### src/rtl/bcd2bin_seq_pkg.sv
// bcd2bin_seq_pkg: shared states, digit constants and counter sizing for the BCD-to-binary converter
package bcd2bin_seq_pkg;
  typedef enum logic [1:0] {IDLE, SHIFT, FINISH} state_t;
  localparam logic [3:0] BLANK_DIGIT = 4'hF;
  localparam logic [3:0] DIG_THRESH = 4'd8;
  localparam logic [3:0] DIG_ADJ = 4'd3;
  function automatic int cnt_width(input int w);
    return $clog2(w + 1);
  endfunction
endpackage

### src/rtl/bcd2bin_seq_digit_adjust.sv
// bcd_digit_adjust: reverse double-dabble correction, subtracts 3 from a digit that is 8 or more
module bcd_digit_adjust
  import bcd2bin_seq_pkg::*;
(
  input  logic [3:0] d,
  output logic [3:0] q
);
  assign q = (d >= DIG_THRESH) ? d - DIG_ADJ : d;
endmodule

### src/rtl/bcd2bin_seq.sv
// bcd2bin_seq: sequential BCD-to-binary converter, one reverse double-dabble shift per clock
module bcd2bin_seq
  import bcd2bin_seq_pkg::*;
#(
  parameter int W  = 18,
  parameter int ND = 6
) (
  input  logic            clk,
  input  logic            rst_n,
  input  logic            start,
  input  logic [4*ND-1:0] bcd_in,
  output logic            busy,
  output logic            done,
  output logic [W-1:0]    bin,
  output logic            ovf,
  output logic            err
);
  localparam int CW = cnt_width(W);
  state_t state_q, state_d;
  logic [4*ND-1:0] digits_q, digits_d, load_dig, adj_dig;
  logic [W-1:0] acc_q, acc_d, bin_q, bin_d;
  logic [CW-1:0] cnt_q, cnt_d;
  logic err_pend_q, err_pend_d, ovf_q, ovf_d, err_q, err_d, done_q, done_d, load_err;
  logic [4*ND+W-1:0] shifted;
  assign shifted = {digits_q, acc_q} >> 1;
  for (genvar g = 0; g < ND; g++) begin : g_adj
    bcd_digit_adjust u_adj (.d(shifted[W+4*g +: 4]), .q(adj_dig[4*g +: 4]));
  end
  always_comb begin
    load_dig = '0;
    load_err = 1'b0;
    for (int k = 0; k < ND; k++) begin
      load_dig[4*k +: 4] = (bcd_in[4*k +: 4] == BLANK_DIGIT) ? 4'd0 : bcd_in[4*k +: 4];
      load_err = load_err | (bcd_in[4*k +: 4] >= 4'hA && bcd_in[4*k +: 4] <= 4'hE);
    end
  end
  always_comb begin
    state_d = state_q;
    digits_d = digits_q;
    acc_d = acc_q;
    cnt_d = cnt_q;
    err_pend_d = err_pend_q;
    bin_d = bin_q;
    ovf_d = ovf_q;
    err_d = err_q;
    done_d = 1'b0;
    case (state_q)
      IDLE: if (start) begin
        digits_d = load_dig;
        err_pend_d = load_err;
        acc_d = '0;
        cnt_d = '0;
        state_d = SHIFT;
      end
      SHIFT: begin
        digits_d = adj_dig;
        acc_d = shifted[W-1:0];
        cnt_d = cnt_q + CW'(1);
        state_d = (cnt_q == CW'(W - 1)) ? FINISH : SHIFT;
      end
      FINISH: begin
        done_d = 1'b1;
        state_d = IDLE;
        err_d = err_pend_q;
        ovf_d = !err_pend_q && |digits_q;
        bin_d = err_pend_q ? '0 : (|digits_q ? '1 : acc_q);
      end
      default: state_d = IDLE;
    endcase
  end
  always_ff @(posedge clk or negedge rst_n) begin
    if (!rst_n) begin
      state_q <= IDLE;
      digits_q <= '0;
      acc_q <= '0;
      cnt_q <= '0;
      err_pend_q <= 1'b0;
      bin_q <= '0;
      ovf_q <= 1'b0;
      err_q <= 1'b0;
      done_q <= 1'b0;
    end else begin
      state_q <= state_d;
      digits_q <= digits_d;
      acc_q <= acc_d;
      cnt_q <= cnt_d;
      err_pend_q <= err_pend_d;
      bin_q <= bin_d;
      ovf_q <= ovf_d;
      err_q <= err_d;
      done_q <= done_d;
    end
  end
  assign busy = (state_q != IDLE);
  assign done = done_q;
  assign bin = bin_q;
  assign ovf = ovf_q;
  assign err = err_q;
endmodule

### config.mk
export PLATFORM = sky130hd
export DESIGN_NAME = bcd2bin_seq
export DESIGN_NICKNAME = d
export VERILOG_FILES = /design/src/rtl/bcd2bin_seq_pkg.sv /design/src/rtl/bcd2bin_seq_digit_adjust.sv /design/src/rtl/bcd2bin_seq.sv
export SDC_FILE = /design/constraint.sdc
export NUM_CORES = 1
export LEC_CHECK = 0
export CAP_MARGIN = 40
export CORE_AREA = 2 2 92 94
export DETAILED_ROUTE_END_ITERATION = 8
export DIE_AREA = 0 0 94 96
export PLACE_DENSITY = 0.78
export RECOVER_POWER = 100
export SLEW_MARGIN = 20
export SYNTH_ARGS = -nofsm -noshare
export SYNTH_HDL_FRONTEND = slang
export SYNTH_SLANG_ARGS = --single-unit
### constraint.sdc
create_clock -name clk -period 1.5 [get_ports clk]
set_input_delay 0.15 -clock clk [delete_from_list [all_inputs] [get_ports clk]]
set_output_delay 0.15 -clock clk [all_outputs]
set_load 0.03 [all_outputs]
==> results of run 1 <==
-- metal layers --
layer / global-route usage [%] / share of wire [%] / vias up
met5: 0 / 0 / -
met2: 35.0 / 50 / 75
li1: - / - / 1431
met3: 4.46 / 4.5 / 19
met1: 24.7 / 44 / 1479
met4: 7.61 / 1.9 / 0
-- logic make-up (layout without fill, tap and decap cells) --
kind of cell	Yosys count	count (layout)	share of synthesized area (%)
buffers and inverters	35	107	4.51
DFF	71	71	50.8
and+or+nand+nor	112	112	15.4
adders and majority gates	12	12	4.29
muxes	7	7	2.00
xor gates and xnor gates	10	10	2.51
AOI/OAI and AO/OA	109	109	20.5
-- cells in the mapped netlist --
library cell   n
o211ai_1       3
ha_1          12
or2b_1         1
nor2_4         2
nand2b_1       5
nand3_1       18
o22a_1         4
nor4_2         1
a32oi_1        3
nand2_1       28
buf_2         12
a31oi_1       12
a41oi_1        1
clkbuf_1       8
dfrtp_1       71
a22o_1        18
mux2i_1        7
nand4bb_1      1
nor4_1         6
a222oi_1       5
nor2b_1        3
o21ai_0       34
inv_1         12
nor2_1        37
buf_4          1
a21oi_1       21
xnor2_1       10
a2bb2oi_1      3
inv_2          1
or2_1          1
or2_2          1
nand4_1        7
a32o_1         1
o22ai_1        1
o31ai_1        1
and3_1         1
a22oi_1        2
buf_6          1
-- state kept, by name (all words and copies together) (netlist names) --
register / count
digits_q: 24
acc_q: 18
bin: 18
cnt_q: 5
state_q: 2
done: 1
err: 1
err_pend_q: 1
ovf: 1
-- worst max-delay path, stage by stage, from the launching register on --
cell	delay [ns]
dfrtp_1	0.40
nor4_2	0.30
buf_4	0.15
nand4_1	0.13
nor2_4	0.14
buf_12	0.16
a21oi_1	0.08
-- stage by stage --
| stage | power, mW | hold WS, ns | instance area (um^2) | worst slack [ns] | TNS (ns) |
|---|---|---|---|---|---|
| detailed placement | 6.97 | 0.103 | 4280 | -0.0893 | -1.93 |
| floorplan | 5.58 | -0.146 | 3500 | 0.0512 | 0 |
| CTS | 8.61 | 0.244 | 4490 | -0.0151 | -0.0461 |
| global placement | 6.77 | 0.100 | 4280 | -0.0643 | -1.27 |
| finish | 8.50 | 0.431 | 4470 | 0.0173 | 0 |
| global route | 9.11 | 0.448 | 4470 | -0.0293 | -0.493 |
-- cell type report --
class,count,share of cell area (%)
clock buffer,10,2.86
tap,105,2.94
multi-input combinational,250,35.1
sequential,71,39.8
timing repair buffer,78,16.1
inverter,13,1.09
clock inverter,6,2.10
-- worst min-delay path by stage --
stage | to | cells past startpoint
4_1_cts | bin[6] | 2
3_3_place_gp | err | 1
3_5_place_dp | bin[6] | 1
5_1_grt | digits_q[5] | 3
2_1_floorplan | acc_q[0] | 0
6_report | digits_q[5] | 3
-- timing repair --
item,CTS,global route
hold endpoints to repair,16,0
hold buffers,1,0
pin swaps,2,3
endpoints found under the setup margin,41,23
setup buffers,0,1
resized for setup,25,5
-- where the power goes --
part,internal [mW],leakage (nW),switching (mW)
logic,1.66,1.10,1.82
clock network,0.948,0.107,0.766
registers,2.66,0.911,0.653
total,5.26,2.11,3.24
==> out/metrics.cfg, run 1 <==
[finish]
antenna_cells=0
register_area_um2=1780
final_cell_mix=71 x dfrtp_1, 37 x nor2_1, 34 x o21ai_0
nets=462
multi_input_area_um2=1570
areaGrowthSynthToFinish_pct=27.8
post-route-util_pct=55.5
layout_commonest_cell=dfrtp_1
final_cells=533
drive_above_1_share_pct=12.4
final.fill_count=726

[power_and_ir_drop]
p_per_area_nw_per_um2=1900
peakVddDrop_v=0.000918
p_leak_nw=2.11

[floorplan]
dieArea_um2=9020
initial_core_util_pct=43.4
die_w_um=94
core_um2=8050
num_rows=33
die_h_um=96
ios=49

[sta]
tightest_slew_ns=0.989
hold_violations=0
relSlewSlack_pct=34.1
finalCriticalPeriod_ns=1.48
fin_crit_sh_pct=98.8
rsz0062_at_grt=true
max_freq_ghz=0.674
slew_viol_final=0
finalSetupViolCount=0
clock_skew_ns=0.0149

[clock_tree]
clockBufferDepth=2
cts_buffers=9
cts-root-buf=clkbuf_8
numClockSinks=71
clkLatencyLatePin_ns=0.36
path_clk_slew_ns=0.08
cts_tree=built
ctsHtreeMaxLevel=3

[yosys]
synth_seq_cells=71
synth_top_area_cell=dfrtp_1
synth_area_leaders=dfrtp_1 51%, o21ai_0 4.9%, a22o_1 4.5%
ys_seq_area_share_pct=50.8
ys_warn_count=0
syn_inst=356
synthesis.area_um2=3500
syn_nets=395
synth_area_per_cell_um2=9.82
synth.distinct_cells=38
synth_top_cell_area_share_pct=50.8

[setup_path]
rr_startpoint=digits_q[13]
r2r_slack_ns=0.02
crit_path_end_kind=flip-flop
critPathCapture=bin[15]
worstSetupStartpointType=flip-flop
crit_arrival_ns=1.73
reg2regPathDepth=6
worstPathRequired_ns=1.74
worstReg2RegEnd=bin[15]
crit_fanout=19
critPathLaunch=digits_q[13]
path_class=flip-flop to flip-flop

[placed_design]
gp_congestion=0.808
place_inst=515
port_buffers=48
dp_hpwl_mm=5.82

[drt]
drt_iter0_drc=205
firstDrtPassIters=4
viasPerCell=5.64
ant_nets=0
totalWireLength_mm=8.34
route.vias.total=3004
routedWlPerCell_um=15.6
drc=0

[min_path]
hold_start=bcd_in[5]
hold_path.class=input pin to flip-flop

[global_routing]
overflow=0
gr-usage-all-layers_pct=20.2
grt_antenna_before_repair=0
grt_first_pass_wirelength_mm=14.2
grt_pass1_vias=3054
grt_max_degree=43

[outcome]
status=finished clean

[flow_run]
maxCapViolations=0

Note: power is estimated with default switching activity, not from simulation.
==> inputs of run 2 (changes only) <==
--- a/config.mk
+++ b/config.mk
@@ -10,7 +10,7 @@
 export DETAILED_ROUTE_END_ITERATION = 8
 export DIE_AREA = 0 0 94 96
 export PLACE_DENSITY = 0.78
-export RECOVER_POWER = 100
+export RECOVER_POWER = 25
 export SLEW_MARGIN = 20
 export SYNTH_ARGS = -nofsm -noshare
 export SYNTH_HDL_FRONTEND = slang
==> run 2 against run 1 <==
Core utilization up 0.36 points. Final cell count unchanged. Critical path depth unchanged. Hold slack worse by 0.0012 ns. Worst setup slack better by 0.0033 ns. Clock-buffer cell count unchanged. Combinational power up 1%. First-iteration DRC count up 2.0%. Via count about the same. Maximum frequency up 0.23%. Largest power group unchanged.
==> out/metrics.cfg, run 2 (synthesis results as in run 1) <==
[clock_tree]
path_clk_slew_ns=0.08  ; about the same
cts_tree=built  ; unchanged
cts_buffers=9  ; unchanged
cts-root-buf=clkbuf_8  ; unchanged
clockBufferDepth=2  ; unchanged
clkLatencyLatePin_ns=0.36  ; about the same
numClockSinks=71  ; unchanged
ctsHtreeMaxLevel=3  ; unchanged

[power_and_ir_drop]
power_mw=8.55  ; was 8.50 mW
peakVddDrop_v=0.000920  ; was 0.000918 V
p_per_area_nw_per_um2=1900  ; about the same
cellInternalPower_mw=5.31  ; was 5.26 mW
power_frac_seq_pct=38.7  ; was 39.0%
swShare_pct=37.9  ; was 38.1%
clockPowerShare_pct=20.0  ; was 20.2%
p_leak_nw=2.13  ; was 2.11 nW
combPwrFrac_pct=41.2  ; was 40.9%
p_switching_mw=3.24  ; about the same

[setup_path]
worstSetupStartpointType=flip-flop  ; unchanged
critPathTopFamily=simple AND/OR/NAND/NOR gates  ; unchanged
worstPathRequired_ns=1.74  ; about the same
crit_path_end_kind=flip-flop  ; unchanged
worstReg2RegEnd=bin[15]  ; unchanged
reg2regPathDepth=6  ; unchanged
path_buf_inv=2  ; unchanged
rr_startpoint=digits_q[13]  ; unchanged
slowest_delay_ns=0.40  ; about the same
critPathLaunch=digits_q[13]  ; unchanged
crit_arrival_ns=1.72  ; was 1.73 ns
path_class=flip-flop to flip-flop  ; unchanged
crit_chain=nor4_2, buf_4, nand4_1, nor2_4, buf_12, a21oi_1  ; unchanged
r2r_slack_ns=0.02  ; about the same
crit_fanout=19  ; unchanged
worst-path-stages=6  ; unchanged
critPathCapture=bin[15]  ; unchanged
cpMaxStageDelayCell=dfrtp_1  ; unchanged

[global_routing]
grt_antenna_before_repair=0  ; unchanged
gr-usage-all-layers_pct=20.2  ; unchanged
grt_first_pass_wirelength_mm=14.2  ; unchanged
grt_pass1_vias=3054  ; unchanged
overflow=0  ; unchanged
grt_max_degree=43  ; unchanged

[sta]
rsz0062_at_grt=true  ; unchanged
whs_ns=0.429  ; was 0.431 ns
finalCriticalPeriod_ns=1.48  ; about the same
hold_violations=0  ; unchanged
clock_skew_ns=0.0145  ; was 0.0149 ns
tightest_slew_ns=0.991  ; was 0.989 ns
max_freq_ghz=0.676  ; was 0.674 GHz
fin_crit_sh_pct=98.6  ; was 98.8%
finalWorstSetupSlack_ns=0.0207  ; was 0.0173 ns
tns_ns=0  ; unchanged
slew_viol_final=0  ; unchanged
relSlewSlack_pct=33.9  ; was 34.1%
finalSetupViolCount=0  ; unchanged

[floorplan]
die_h_um=96  ; unchanged
initial_core_util_pct=43.4  ; unchanged
dieArea_um2=9020  ; unchanged
die_w_um=94  ; unchanged
num_rows=33  ; unchanged
core_um2=8050  ; unchanged
ios=49  ; unchanged

[flow_run]
maxCapViolations=0  ; unchanged

[min_path]
hold_path_depth=3  ; unchanged
hold_path.class=input pin to flip-flop  ; unchanged

[placed_design]
gp_congestion=0.808  ; unchanged
dp_hpwl_mm=5.82  ; unchanged
pre_cts_ws_ns=-0.0893  ; unchanged
port_buffers=48  ; unchanged

[drt]
firstDrtPassIters=5  ; was 4
route.vias.total=3005  ; was 3,004
routedWlPerCell_um=15.6  ; about the same
totalWireLength_mm=8.32  ; was 8.34 mm
drc=0  ; unchanged
viasPerCell=5.64  ; about the same
ant_nets=0  ; unchanged
drt_iter0_drc=209  ; was 205

[finish]
areaGrowthSynthToFinish_pct=28.7  ; was 27.8%
largest_reg_flops=24  ; unchanged
final.fill_count=721  ; was 726
register_area_um2=1780  ; unchanged
multi_input_area_um2=1570  ; unchanged
layout_commonest_cell=dfrtp_1  ; unchanged
drive_above_1_share_pct=12.4  ; unchanged
post-route-util_pct=55.9  ; was 55.5%
final_cell_mix=71 x dfrtp_1, 37 x nor2_1, 34 x o21ai_0  ; unchanged
regMostFlops=digits_q  ; unchanged
nets=462  ; unchanged
antenna_cells=0  ; unchanged

[outcome]
status=finished clean  ; unchanged

[run 2: changes by cell type in the layout (fill, tap and decap cells not counted)]
| cell | previous run | this run |
|---|---|---|
| or2_1 | 0 | 1 |
| buf_4 | 19 | 21 |
| buf_12 | 4 | 6 |
| buf_6 | 2 | 1 |
| buf_2 | 0 | 1 |
| clkbuf_2 | 4 | 0 |
| or2_0 | 1 | 0 |
[run 2: final cells by class]
| type | count | share of cell area [%] |
|---|---|---|
| repair buffers | 78 | 16.7 |
| clock inverters | 6 | 2.09 |
| clock buffers | 10 | 2.84 |
| inverters | 13 | 1.08 |
| multi-input cells | 250 | 34.9 |
| well taps | 105 | 2.92 |
| flip-flops and latches | 71 | 39.5 |
[run 2: routing by layer]
metal  vias to the layer above  part of all wire, %  track usage [%]
met2                        98                   50             35.0
met1                      1456                   43             24.7
met3                        20                  5.2             4.46
li1                       1431                    -                -
met5                         -                    0                0
met4                         0                  2.1             7.61
[run 2: repair_timing]
item                                    in CTS  in global routing
setup buffers                                0                  1
pin swaps                                    2                  3
hold endpoints to repair                    16                  0
hold buffers                                 1                  0
gates resized for setup                     25                  5
endpoints found under the setup margin      41                 23
[run 2: worst min-delay path by stage]
stage,start,to
after global placement,rst_n,err
after detailed placement,rst_n,bin[6]
final,bcd_in[5],digits_q[5]
after floorplan,rst_n,acc_q[0]
after CTS,rst_n,bin[6]
after global routing,bcd_in[5],digits_q[5]
[run 2: power groups by stage]
stage	clock network [mW]	logic (mW)	registers, mW
after detailed placement	0	3.64	3.33
after floorplan	0	2.07	3.51
after global routing	1.83	3.93	3.41
after CTS	1.75	3.55	3.31
final	1.71	3.52	3.31
after global placement	0	3.48	3.29
[run 2: tightest hold or removal path: stages]
cell and delay (ns):
clkdlybuf4s50_1 0.45, nand2_1 0.08, a222oi_1 0.06
[run 2: stage by stage]
stage | instances | cell area (um^2)
finish | 533 | 4500
global route | 533 | 4500
CTS | 532 | 4490
detailed placement | 515 | 4280
global placement | 515 | 4280
floorplan | 356 | 3500
==> inputs of run 3 (changes only) <==
--- a/config.mk
+++ b/config.mk
@@ -6,9 +6,9 @@
 export NUM_CORES = 1
 export LEC_CHECK = 0
 export CAP_MARGIN = 40
-export CORE_AREA = 2 2 92 94
+export CORE_AREA = 4 4 94 96
 export DETAILED_ROUTE_END_ITERATION = 8
-export DIE_AREA = 0 0 94 96
+export DIE_AREA = 0 0 98 100
 export PLACE_DENSITY = 0.78
 export RECOVER_POWER = 25
 export SLEW_MARGIN = 20
==> run 3 against run 2 <==
Combinational power rose by 2%. Largest power group unchanged. First-iteration DRC count rose by 2.4%. Cell area rose by 0.56%. Largest cell class unchanged.
==> out/metrics.cfg, run 3 (synthesis results as in run 1) <==
[placed_design]
pre_cts_ws_ns=-0.130  ; was -0.0893 ns
gp_congestion=0.821  ; was 0.808
postPlaceCellArea_um2=4330  ; was 4280 um^2
port_buffers=48  ; unchanged
dp_hpwl_mm=5.69  ; was 5.82 mm

[finish]
antenna_cells=0  ; unchanged
layout_commonest_cell=dfrtp_1  ; unchanged
final.fill_count=699  ; was 721
nets=464  ; was 462
final_cell_mix=71 x dfrtp_1, 37 x nor2_1, 34 x o21ai_0  ; unchanged
regMostFlops=digits_q  ; unchanged
areaGrowthSynthToFinish_pct=29.4  ; was 28.7%
finalInstanceArea_um2=4520  ; was 4500 um^2
largest_reg_flops=24  ; unchanged
drive_above_1_share_pct=13.5  ; was 12.4%

[drt]
viasPerCell=5.61  ; was 5.64
route.vias.total=2996  ; was 3,005
firstDrtPassIters=7  ; was 5
routedWlPerCell_um=15.5  ; was 15.6 um
totalWireLength_mm=8.29  ; was 8.32 mm
drt_iter0_drc=214  ; was 209
ant_nets=0  ; unchanged
drc=0  ; unchanged

[power_and_ir_drop]
p_per_area_nw_per_um2=1890  ; was 1900 nW/um^2
peakVddDrop_v=0.000875  ; was 0.000920 V
power_mw=8.54  ; was 8.55 mW
p_leak_nw=2.14  ; was 2.13 nW

[sta]
finalWorstSetupSlack_ns=0.0511  ; was 0.0207 ns
slew_viol_final=0  ; unchanged
finalCriticalPeriod_ns=1.45  ; was 1.48 ns
rsz0062_at_grt=true  ; unchanged
max_freq_ghz=0.690  ; was 0.676 GHz
finalSetupViolCount=0  ; unchanged
fin_crit_sh_pct=96.6  ; was 98.6%
tns_ns=0  ; unchanged
hold_violations=0  ; unchanged
relSlewSlack_pct=63.1  ; was 33.9%
tightest_slew_ns=0.554  ; was 0.991 ns
clock_skew_ns=0.00617  ; was 0.0145 ns

[setup_path]
worstSetupStartpointType=flip-flop  ; unchanged
cpMaxStageDelayCell=dfrtp_1  ; unchanged
path_class=flip-flop to flip-flop  ; unchanged
crit_chain=nor4_1, buf_4, nand4_1, nor2_4, buf_12, a21oi_1  ; was nor4_2, buf_4, nand4_1, nor2_4, buf_12, a21oi_1
crit_path_end_kind=flip-flop  ; unchanged
critPathTopFamily=simple AND/OR/NAND/NOR gates  ; unchanged
crit_arrival_ns=1.68  ; was 1.72 ns
path_buf_inv=2  ; unchanged
crit_fanout=19  ; unchanged
slowest_delay_ns=0.39  ; was 0.40 ns
worstPathRequired_ns=1.73  ; was 1.74 ns

[global_routing]
grt_first_pass_wirelength_mm=14.1  ; was 14.2 mm
grt_antenna_before_repair=0  ; unchanged
grt_max_degree=29  ; was 43
grt_pass1_vias=3017  ; was 3,054
overflow=0  ; unchanged
gr-usage-all-layers_pct=17.7  ; was 20.2%

[clock_tree]
cts_buffers=9  ; unchanged
post-cts-setup-buffers=0  ; unchanged
cts-root-buf=clkbuf_8  ; unchanged
cts_tree=built  ; unchanged
numClockSinks=71  ; unchanged
clockBufferDepth=2  ; unchanged
path_clk_slew_ns=0.07  ; was 0.08 ns
clkLatencyLatePin_ns=0.34  ; was 0.36 ns
ctsHtreeMaxLevel=3  ; unchanged

[outcome]
status=finished clean  ; unchanged

[floorplan]
core_um2=8050  ; unchanged
dieArea_um2=9800  ; was 9020 um^2
die_h_um=100  ; was 96 um
num_rows=33  ; unchanged
die_w_um=98  ; was 94 um
initial_core_util_pct=43.4  ; unchanged
ios=49  ; unchanged

[min_path]
hold_path.class=input pin to async pin  ; was input pin to flip-flop

[flow_run]
maxCapViolations=0  ; unchanged

[run 3: metrics by stage]
| stage | std cells | utilization (%) | hold slack, ns |
|---|---|---|---|
| floorplan | 356 | - | -0.146 |
| global placement | 518 | 53.7 | 0.167 |
| detailed placement | 518 | 53.7 | 0.171 |
| CTS | 534 | 56.2 | 0.339 |
| global route | 534 | 56.2 | 0.385 |
| finish | 534 | 56.2 | 0.341 |
[run 3: area by class of cell]
cell class	count	area [um^2]	area share, %
repair buffers	80	766	16.9
well taps	105	131	2.90
inverters	13	51.3	1.13
clock buffers	9	124	2.74
multi-input cells	250	1590	35.1
flip-flops and latches	71	1780	39.3
clock inverters	6	86.3	1.91
[run 3: path summary, 6_finish.rpt]
path	from	end	slack [ns]	cells after the start
worst max-delay path	digits_q[18]	bin[6]	0.05	6
worst max register to register	digits_q[18]	bin[6]	0.05	6
max in group asynchronous	rst_n	digits_q[5]	0.33	3
worst min-delay path	rst_n	err	0.34	2
min in group clk	bcd_in[11]	digits_q[11]	0.45	3
worst min register to register	err	err	0.48	2
[run 3: routing by layer]
| layer | global-route usage [%] | vias to the layer above | routed length [um] |
|---|---|---|---|
| met5 | 0 | - | 0 |
| met4 | 7.24 | 0 | 137 |
| met3 | 4.73 | 13 | 456 |
| met2 | 29.4 | 90 | 4150 |
| met1 | 22.1 | 1459 | 3550 |
| li1 | - | 1434 | - |
[run 3: where the power goes]
part           leakage, nW  internal, mW  switching (mW)
combinational         1.12          1.76            1.84
sequential           0.911          2.66           0.628
clock                0.105         0.924           0.727
[run 3: timing repair]
| action | 4_1_cts | 5_1_grt |
|---|---|---|
| endpoints found under the setup margin | 25 | 24 |
| resized for setup | 25 | 9 |
| pin swaps | 0 | 1 |
| hold buffers | 1 | 0 |
| endpoints found under the hold margin | 21 | 0 |
